--- config.mk ---
export PLATFORM = sky130hd
export DESIGN_NAME = mdio_txn_scheduler_flat
export DESIGN_NICKNAME = d
export VERILOG_FILES = /design/src/rtl/mdio_txn_scheduler_pkg.sv /design/src/rtl/mdio_txn_scheduler_if.sv /design/src/rtl/mdio_txn_scheduler_rr_arbiter.sv /design/src/rtl/mdio_txn_scheduler.sv /design/src/flat_wrapper.sv
export SDC_FILE = /design/constraint.sdc
export NUM_CORES = 1
export LEC_CHECK = 0
export ABC_AREA = 1
export CAP_MARGIN = 0
export CORE_MARGIN = 2
export CORE_UTILIZATION = 41
export DETAILED_ROUTE_END_ITERATION = 7
export GPL_ROUTABILITY_DRIVEN = 0
export PLACE_DENSITY = 0.93
export SLEW_MARGIN = 20
export SYNTH_ARGS = -nofsm -noshare
export SYNTH_HDL_FRONTEND = slang
export SYNTH_SLANG_ARGS = --single-unit
--- constraint.sdc ---
create_clock -name clk -period 2.4 [get_ports clk]
set_clock_uncertainty 0.15 [all_clocks]
set_input_delay 0.36 -clock clk [delete_from_list [all_inputs] [get_ports clk]]
set_output_delay 0.36 -clock clk [all_outputs]
set_load 0.02 [all_outputs]
--- src/rtl/mdio_txn_scheduler_pkg.sv ---
// mdio_pkg: Clause-22 frame constants, field positions, FSM state codes and frame builder.
package mdio_pkg;
    localparam int FRAME_W = 32;
    localparam logic [1:0] ST_C22 = 2'b01;
    localparam logic [1:0] OP_WR = 2'b01;
    localparam logic [1:0] OP_RD = 2'b10;
    localparam logic [1:0] TA = 2'b10;
    localparam int ST_POS = 30;
    localparam int OP_POS = 28;
    localparam int PHY_POS = 23;
    localparam int REG_POS = 18;
    localparam int TA_POS = 16;
    localparam int DATA_POS = 0;
    localparam logic [1:0] IDLE = 2'd0;
    localparam logic [1:0] ISSUE = 2'd1;
    localparam logic [1:0] WAIT = 2'd2;
    localparam logic [1:0] RESP = 2'd3;

    function automatic logic [FRAME_W-1:0] build_frame(
        input logic wr,
        input logic [4:0] phyad,
        input logic [4:0] regad,
        input logic [15:0] wdata
    );
        logic [FRAME_W-1:0] f;
        f[ST_POS +: 2] = ST_C22;
        f[OP_POS +: 2] = wr ? OP_WR : OP_RD;
        f[PHY_POS +: 5] = phyad;
        f[REG_POS +: 5] = regad;
        f[TA_POS +: 2] = TA;
        f[DATA_POS +: 16] = wr ? wdata : 16'h0000;
        return f;
    endfunction
endpackage

--- src/rtl/mdio_txn_scheduler_if.sv ---
// mdio_txn_scheduler_if: requester and MDIO-master signals; slave = scheduler side.
interface mdio_txn_scheduler_if
    import mdio_pkg::*;
#(parameter int NUM_REQ = 4);
    logic [NUM_REQ-1:0] req_valid;
    logic [NUM_REQ-1:0] req_write;
    logic [5*NUM_REQ-1:0] req_phyad;
    logic [5*NUM_REQ-1:0] req_regad;
    logic [16*NUM_REQ-1:0] req_wdata;
    logic [NUM_REQ-1:0] req_ready;
    logic [NUM_REQ-1:0] rsp_valid;
    logic [15:0] rsp_rdata;
    logic rsp_err;
    logic busy;
    logic mdio_start;
    logic [FRAME_W-1:0] t_data;
    logic mst_done;
    logic [15:0] mst_rd_data;

    modport master (
        output req_valid, req_write, req_phyad, req_regad, req_wdata, mst_done, mst_rd_data,
        input req_ready, rsp_valid, rsp_rdata, rsp_err, busy, mdio_start, t_data
    );
    modport slave (
        input req_valid, req_write, req_phyad, req_regad, req_wdata, mst_done, mst_rd_data,
        output req_ready, rsp_valid, rsp_rdata, rsp_err, busy, mdio_start, t_data
    );
endinterface

--- src/rtl/mdio_txn_scheduler_rr_arbiter.sv ---
// rr_arbiter: combinational round-robin pick, searching upward from last_grant+1 with wrap.
module rr_arbiter #(parameter int N = 4) (
    input logic [N-1:0] req,
    input logic [$clog2(N)-1:0] last_grant,
    output logic [N-1:0] grant,
    output logic [$clog2(N)-1:0] grant_idx
);
    localparam int IW = $clog2(N);
    logic found;

    always_comb begin
        found = 1'b0;
        grant_idx = '0;
        for (int k = 1; k <= N; k++) begin
            if (!found && req[(int'(last_grant) + k) % N]) begin
                found = 1'b1;
                grant_idx = IW'((int'(last_grant) + k) % N);
            end
        end
        grant = found ? ({{(N-1){1'b0}}, 1'b1} << grant_idx) : '0;
    end
endmodule

--- src/rtl/mdio_txn_scheduler.sv ---
// mdio_txn_scheduler: round-robin sharing of one MDIO master among NUM_REQ requesters.
// Optional WAIT timeout abort enabled by defining MDIO_TIMEOUT_EN.
module mdio_txn_scheduler
    import mdio_pkg::*;
#(
    parameter int NUM_REQ = 4,
    parameter int TIMEOUT_CYC = 1024
) (
    input logic clk,
    input logic reset,
    mdio_txn_scheduler_if.slave bus
);
    localparam int IW = $clog2(NUM_REQ);

    logic [1:0] state;
    logic [IW-1:0] last_grant, g_q, g_idx;
    logic [NUM_REQ-1:0] grant;
    logic wr_q;
    logic [FRAME_W-1:0] frame_q;
    logic [15:0] rdata_q;
    logic timed_out;

    rr_arbiter #(.N(NUM_REQ)) u_arb (
        .req(bus.req_valid),
        .last_grant(last_grant),
        .grant(grant),
        .grant_idx(g_idx)
    );

`ifdef MDIO_TIMEOUT_EN
    localparam int CW = $clog2(TIMEOUT_CYC);
    logic [CW-1:0] cnt;
    logic err_q;
    // err_q tracks "no done in the last WAIT cycle", so it is valid once RESP is entered
    always_ff @(posedge clk) begin
        cnt <= (!reset || state != WAIT) ? '0 : cnt + 1'b1;
        err_q <= reset && state == WAIT && !bus.mst_done;
    end
    assign timed_out = state == WAIT && cnt == CW'(TIMEOUT_CYC - 1);
    assign bus.rsp_err = state == RESP && err_q;
`else
    localparam int unused_timeout_cyc = TIMEOUT_CYC;
    assign timed_out = 1'b0;
    assign bus.rsp_err = 1'b0;
`endif

    always_ff @(posedge clk) begin
        if (!reset) begin
            state <= IDLE;
            last_grant <= IW'(NUM_REQ - 1);
            g_q <= '0;
            wr_q <= 1'b0;
            frame_q <= '0;
            rdata_q <= '0;
        end else begin
            case (state)
                IDLE: if (|bus.req_valid) begin
                    state <= ISSUE;
                    g_q <= g_idx;
                    wr_q <= bus.req_write[g_idx];
                    frame_q <= build_frame(bus.req_write[g_idx], bus.req_phyad[5*int'(g_idx) +: 5],
                                           bus.req_regad[5*int'(g_idx) +: 5], bus.req_wdata[16*int'(g_idx) +: 16]);
                end
                ISSUE: state <= WAIT;
                WAIT: if (bus.mst_done || timed_out) begin
                    state <= RESP;
                    rdata_q <= !bus.mst_done ? 16'hFFFF : wr_q ? 16'h0000 : bus.mst_rd_data;
                end
                default: begin
                    state <= IDLE;
                    last_grant <= g_q;
                end
            endcase
        end
    end

    assign bus.req_ready = (reset && state == IDLE) ? grant : '0;
    assign bus.mdio_start = state == ISSUE;
    assign bus.busy = state != IDLE;
    assign bus.t_data = (state == ISSUE || state == WAIT) ? frame_q : '0;
    assign bus.rsp_valid = state == RESP ? ({{(NUM_REQ-1){1'b0}}, 1'b1} << g_q) : '0;
    assign bus.rsp_rdata = state == RESP ? rdata_q : '0;
endmodule

--- src/flat_wrapper.sv ---
// flat-port wrapper written by rule: the top's interface ports become plain ports
module mdio_txn_scheduler_flat import mdio_pkg::*;
#(
    parameter int NUM_REQ = 4,
    parameter int TIMEOUT_CYC = 1024
)
  (clk, reset, bus_req_valid, bus_req_write, bus_req_phyad, bus_req_regad, bus_req_wdata, bus_mst_done, bus_mst_rd_data, bus_req_ready, bus_rsp_valid, bus_rsp_rdata, bus_rsp_err, bus_busy, bus_mdio_start, bus_t_data);
  mdio_txn_scheduler_if #(.NUM_REQ(NUM_REQ)) bus_i ();
  input logic clk;
  input logic reset;
  input wire logic [$bits(bus_i.req_valid)-1:0] bus_req_valid;
  input wire logic [$bits(bus_i.req_write)-1:0] bus_req_write;
  input wire logic [$bits(bus_i.req_phyad)-1:0] bus_req_phyad;
  input wire logic [$bits(bus_i.req_regad)-1:0] bus_req_regad;
  input wire logic [$bits(bus_i.req_wdata)-1:0] bus_req_wdata;
  input wire logic [$bits(bus_i.mst_done)-1:0] bus_mst_done;
  input wire logic [$bits(bus_i.mst_rd_data)-1:0] bus_mst_rd_data;
  output wire logic [$bits(bus_i.req_ready)-1:0] bus_req_ready;
  output wire logic [$bits(bus_i.rsp_valid)-1:0] bus_rsp_valid;
  output wire logic [$bits(bus_i.rsp_rdata)-1:0] bus_rsp_rdata;
  output wire logic [$bits(bus_i.rsp_err)-1:0] bus_rsp_err;
  output wire logic [$bits(bus_i.busy)-1:0] bus_busy;
  output wire logic [$bits(bus_i.mdio_start)-1:0] bus_mdio_start;
  output wire logic [$bits(bus_i.t_data)-1:0] bus_t_data;
  assign bus_i.req_valid = bus_req_valid;
  assign bus_i.req_write = bus_req_write;
  assign bus_i.req_phyad = bus_req_phyad;
  assign bus_i.req_regad = bus_req_regad;
  assign bus_i.req_wdata = bus_req_wdata;
  assign bus_i.mst_done = bus_mst_done;
  assign bus_i.mst_rd_data = bus_mst_rd_data;
  assign bus_req_ready = bus_i.req_ready;
  assign bus_rsp_valid = bus_i.rsp_valid;
  assign bus_rsp_rdata = bus_i.rsp_rdata;
  assign bus_rsp_err = bus_i.rsp_err;
  assign bus_busy = bus_i.busy;
  assign bus_mdio_start = bus_i.mdio_start;
  assign bus_t_data = bus_i.t_data;
  mdio_txn_scheduler #(.NUM_REQ(NUM_REQ), .TIMEOUT_CYC(TIMEOUT_CYC)) u_core (.clk(clk), .reset(reset), .bus(bus_i));
endmodule
Word level (Yosys, flattened, before mapping)
Index checks and enable logic that the tools add are counted.

storage, ports and cells
  flip-flop bits (word level) = 53
  latch bits = 0
  RAM bits = 0
  bits in read-only memories = 0
  input port bits = 131
  output and inout port bits = 59
  logic and storage cells = 82
  memories kept = 0

operators by class
  add/subtract/negate cells = 4
  $mul = 1
  div/mod/pow operators = 0
  order comparisons = 5
  equal/unequal tests = 5
  shift-type cells = 5
  muxes and demuxes = 33
  bitwise gates (word level) = 4
  reduce and logical (&&, ||, !) cells = 19

operator list
  kind                                                  count
  variable part select 20 x 32 -> 5 bit                 2
  variable part select 64 x 7 -> 16 bit                 1
  2-to-1 mux 16 bit                                     3
  2-to-1 mux 31 bit                                     1
  < comparator 3 x 4 -> 1 bit (second input constant)   4
  2-to-1 mux 2 bit                                      7
  2-to-1 mux 1 bit                                      13
  2-to-1 mux 4 bit                                      3
  binary-select mux 1 bit (select 2 bit)                5
  OR reduction 2 bit                                    4
  << shifter 1 x 2 -> 4 bit (first input constant)      2
  case mux 2 bit (3 select lines)                       1
  AND reduction 2 bit                                   3
  multiplier 3 x 2 -> 5 bit (first input constant)      1
  adder 2 x 1 -> 2 bit (second input constant)          2
  adder 2 bit (second input constant)                   2
  AND 1 bit (first input constant)                      4
  equality test 2 bit (second input constant)           2
  logical AND 1 bit                                     4
  OR reduction 4 bit                                    1
  logical NOT 1 bit                                     3
  < comparator 2 x 3 -> 1 bit (second input constant)   1
  OR reduction 3 bit                                    1
  equality test 2 x 1 -> 1 bit (second input constant)  1
  other kinds (5)                                       5

Depth between registers and ports, before layout
  depth after elaboration = 19
  depth in mapped cells = 19
  gate-level depth less buffers = 15

Hierarchy
A second synthesis with hierarchy kept.

unflattened totals
  cell total of the unflattened synthesis = 674
  area, all modules = 3937.5 um^2

by module, submodules not included
  module              instances  cells an instance  area an instance (um^2)  sequential area each (um^2)
  mdio_txn_scheduler  1          607                3573.4                   1021.0
  rr_arbiter          1          67                 364.1                    0.0

Worst setup path after synthesis
No wires, ideal clock.

  path type = reg-to-output
  start = register u_core.last_grant[0]
  end = output port bus_req_ready[3]
  arrival time = 1.986 ns
  required time = 1.890 ns
  slack = -0.096 ns
  stages on the path, launching flop included = 15
  buffers on the path = 4
  cell sequence = dfxtp_1 -> buf_6 -> inv_4 -> buf_6 -> nand2_2 -> nand2_2 -> nand2_1 -> nand2_2 -> nor2_2 -> nand4_1 -> nand2_2 -> inv_2 -> buf_4 -> buf_4 -> nor3_1

between the ends
  cells in the longest elaborated chain, start to end = 17
  elaborated cells between the ends (all ways) = 33
  classes of those cells = add/sub: 4; shift: 1; mux: 22; reduce/logical: 6

RTL lines
  element                                               line                                                                      source
  from (decl)                                           mdio_txn_scheduler.sv:16                                                  logic [IW-1:0] last_grant, g_q, g_idx;
  from (signal assigned)                                mdio_txn_scheduler.sv:50                                                  last_grant <= IW'(NUM_REQ - 1);
  from (signal assigned)                                mdio_txn_scheduler.sv:71                                                  last_grant <= g_q;
  adder 2 x 1 -> 2 bit                                  mdio_txn_scheduler_rr_arbiter.sv:15, mdio_txn_scheduler_rr_arbiter.sv:17
  binary-select mux 1 bit (select 2 bit)                mdio_txn_scheduler_rr_arbiter.sv:15                                       if (!found && req[(int'(last_grant) + k) % N]) begin
  2-to-1 mux 1 bit (not written as such) (2 in series)  mdio_txn_scheduler_rr_arbiter.sv:15
  2-to-1 mux 1 bit                                      mdio_txn_scheduler_rr_arbiter.sv:15
  logical NOT 1 bit                                     mdio_txn_scheduler_rr_arbiter.sv:15
  logical AND 1 bit                                     mdio_txn_scheduler_rr_arbiter.sv:15
  2-to-1 mux 1 bit                                      mdio_txn_scheduler_rr_arbiter.sv:15
  logical NOT 1 bit                                     mdio_txn_scheduler_rr_arbiter.sv:15
  logical AND 1 bit                                     mdio_txn_scheduler_rr_arbiter.sv:15
  2-to-1 mux 1 bit                                      mdio_txn_scheduler_rr_arbiter.sv:15
  logical NOT 1 bit                                     mdio_txn_scheduler_rr_arbiter.sv:15
  logical AND 1 bit                                     mdio_txn_scheduler_rr_arbiter.sv:15
  2-to-1 mux 2 bit                                      mdio_txn_scheduler_rr_arbiter.sv:15
  << shifter 1 x 2 -> 4 bit                             mdio_txn_scheduler_rr_arbiter.sv:20                                       grant = found ? ({{(N-1){1'b0}}, 1'b1} << grant_idx) : '0;
  2-to-1 mux 4 bit *                                    mdio_txn_scheduler_rr_arbiter.sv:20
  2-to-1 mux 4 bit *                                    mdio_txn_scheduler.sv:77                                                  assign bus.req_ready = (reset && state == IDLE) ? grant : '0;
  to (decl)                                             flat_wrapper.sv:18                                                        output wire logic [$bits(bus_i.req_ready)-1:0] bus_req_ready;

Every way passes the cells marked *; elsewhere a longest branch is shown, timed or not. The select of a mux whose other input is x is not followed.

Worst setup path after layout
  start = register u_core.last_grant[0]
  end = output port bus_req_ready[0]

Same word-level chain as after synthesis.

==> impl_metrics.csv <==
group,metric,value,unit
status,status,"finished with violations",
status,violations,"negative setup slack",
grt,grt_usage,22.8,%
yosys,seq_area_frac_synth,27.4,%
power,leakagePower,3.44,nW
floorplan,row_count,34,
route,remaining_drc_errors,0,
power,p_int,3.30,mW
yosys,synthArstFlopShare,0,%
yosys,synthAdderAreaFrac,1.68,%
power,p_seq_share,19.1,%
layout,diodes,0,
route,drt-pass1-iter-count,4,
placement,dp.cells,932,
yosys,synth_cells,650,
sta,hold_violations,0,
floorplan,start_util,42.5,%
yosys,ys.flop_type,"dfxtp_1",
setup_path,start_kind,"flip-flop",
route,finalWirelength,12700,microns
yosys,synth_top_family_by_area,"simple AND/OR/NAND/NOR gates",
layout,instances_no_fill,955,
route,antenna_left,0,
sta,setup_viol,5,
sta,postLayoutSetupSlackWorst,-0.136,ns
yosys,synth_edf_count,0,
power,p_sw,3.34,mW
yosys,syn_avg_cell_area,5.72,sq um
placement,dp_hpwl,8820,microns
floorplan,die_x,99.3,microns
yosys,synth_cell_type_count,31,
yosys,synth-compound-area-share,8.81,%
clocking,root_buffer,"clkbuf_8",
yosys,yosys.area_share.simple,45.8,%
flow_run,drv_cap,0,
clocking,clock_latency,0.31,ns
yosys,synth_area_leaders,"dfxtp_1 27%, nand2_1 24%, nand3_1 11%",
floorplan,core,8760,sq um
grt,antenna_found_initial,0,
sta,fin_crit_sh,106,%
sta,maxSlewViolCount,0,
power,peakVddDrop,0.527,mV
setup_path,required,1.89,ns
yosys,yosys.area.top_type,"dfxtp_1",
power,clockPowerShare,7.9,%
route,viasPerCell,4.94,
grt,grt_pass1_vias,4233,
floorplan,dieArea,9850,sq um
layout,nets,982,
layout,drive_gt1_share,14.2,%
route,vias,4715,
clocking,cts_sinks,51,
route,drt_iter0_drc,201,
yosys,syn_area,3720,sq um
power,p_sw_share,50.3,%
hold_path,min_path_cells,2,
route,wl_per_cell,13.3,microns
floorplan,die_h,99.3,microns
power,pwr-share-comb,73.0,%
grt,grt_overflow,0,
grt,grt_pass1_wl,18800,microns
setup_path,reg2reg_depth,16,
yosys,yosysMostFrequentCell,"nand2_1",
setup_path,crit_path_max_fanout,8,
clocking,path_clk_slew,0.10,ns
sta,fmax,394,MHz
power,power.density_cell_area,1070,nW/um^2
clocking,cts_tree,"yes",
clocking,h-tree-depth,2,
sta,fin_crit,2.54,ns
yosys,ys_warn_count,0,
floorplan,ioPinCount,190,
setup_path,cp-end-kind,"output port",
layout,area_growth,66.5,%
yosys,synth_mux_area_share,0,%
hold_path,hold_path.class,"flip-flop to flip-flop",
clocking,clk_path_buf_depth,2,
grt,grt_start_max_net_pins,49,
yosys,synth_xor_area_share,0,%
clocking,cts_buffers,5,
setup_path,cp.arrival,2.03,ns
layout,post-route-util,70.7,%
placement,numPortBuffers,186,
sta,rsz0062_at_grt,"true",
yosys,synth_seq_cells,51,
clocking,hold_buffers,0,
yosys,yosysTopAreaCellShare,27.4,%
setup_path,crit_type,"flip-flop to output port",
setup_path,r2r_slack,-0.05,ns
yosys,synth_common_cells,"241 x nand2_1, 91 x inv_1, 82 x nand3_1",
## power by group through the flow
stage / Clock (mW) / Combinational, mW / Sequential (mW)
after floorplan: 0 / 2.88 / 1.24
after global routing: 0.576 / 5.30 / 1.30
final: 0.523 / 4.85 / 1.27
after global placement: 0 / 4.12 / 1.26
after CTS: 0.541 / 4.23 / 1.26
after detailed placement: 0 / 4.18 / 1.27
## logic make-up after synthesis
logic type      Yosys count
simple gates            395
buf+inv                 135
compound gates           63
flops                    51
fa+ha+maj                 5
other cells               1
## registers in the layout, indices dropped and copies added, names as in the netlist
name / flops
u_core.frame_q: 29
u_core.rdata_q: 16
u_core.g_q: 2
u_core.last_grant: 2
u_core.state: 2
## final timing paths
path / end / from
worst max-delay path: bus_req_ready[0] / u_core.last_grant[0]$_SDFFE_PN1N_
worst min register to register: u_core.rdata_q[11]$_SDFFE_PN0P_ / u_core.rdata_q[11]$_SDFFE_PN0P_
worst min-delay path: u_core.rdata_q[11]$_SDFFE_PN0P_ / u_core.rdata_q[11]$_SDFFE_PN0P_
worst max register to register: u_core.frame_q[6]$_SDFFE_PN0P_ / u_core.last_grant[0]$_SDFFE_PN1N_
## critical path, stage by stage (launching register included)
cell     delay, ns
dfxtp_4       0.39
buf_8         0.15
nand2_4       0.06
nand2_4       0.08
nand2_4       0.07
nand2_4       0.10
nor2_4        0.05
nand4_1       0.14
nand2_4       0.10
inv_4         0.08
buf_12        0.11
nand2_8       0.05
nor3_4        0.18
buf_6         0.15
## routing by layer
layer / share of wire, % / global-route usage [%]
met1: 39 / 27.0
met2: 52 / 41.4
met3: 6.3 / 4.99
met4: 1.8 / 6.32
met5: 0 / 0
## cell type report
cell class / count / area [sq um]
Clock inverter: 3 / 26.3
Clock buffer: 5 / 68.8
Multi-Input combinational cell: 466 / 2320
Timing Repair Buffer: 227 / 2250
Sequential cell: 51 / 1030
Inverter: 95 / 370
Tap cell: 108 / 135
Fill cell: 762 / 2570
## timing repair
item | in CTS | in global routing
pin swaps | 1 | 21
gates resized for setup | 57 | 103
buffers inserted | 3 | 13
setup endpoints to repair | 53 | 67
## stage by stage
step           setup slack, ns  power [mW]  hold WS (ns)  area (sq um)  TNS [ns]
3_3_place_gp            -0.433        5.38         0.302          5740    -11.10
6_report                -0.136        6.64         0.321          6200    -0.322
4_1_cts                 -0.175        6.03         0.320          5850     -1.84
2_1_floorplan           0.0303        4.11         0.291          3740         0
3_5_place_dp            -0.507        5.46         0.305          5740    -13.05
5_1_grt                 -0.209        7.17         0.338          6200     -2.24
## cell usage in the layout, fill, tap and decap left out, types with 7 or more instances in the layout
cell type,synthesis,routed
a21oi_1,50,45
clkbuf_2,0,7
dlygate4sd2_1,0,13
dfxtp_1,51,49
nor2_1,35,32
buf_4,8,30
nand2_1,241,230
nand3_1,82,77
buf_6,3,9
nand2_4,4,16
clkdlybuf4s15_1,0,14
inv_1,91,90
nor2_4,2,7
dlymetal6s2s_1,0,14
nand2_2,16,13
clkdlybuf4s50_1,0,134
Note: power is estimated with default switching activity, not from simulation.
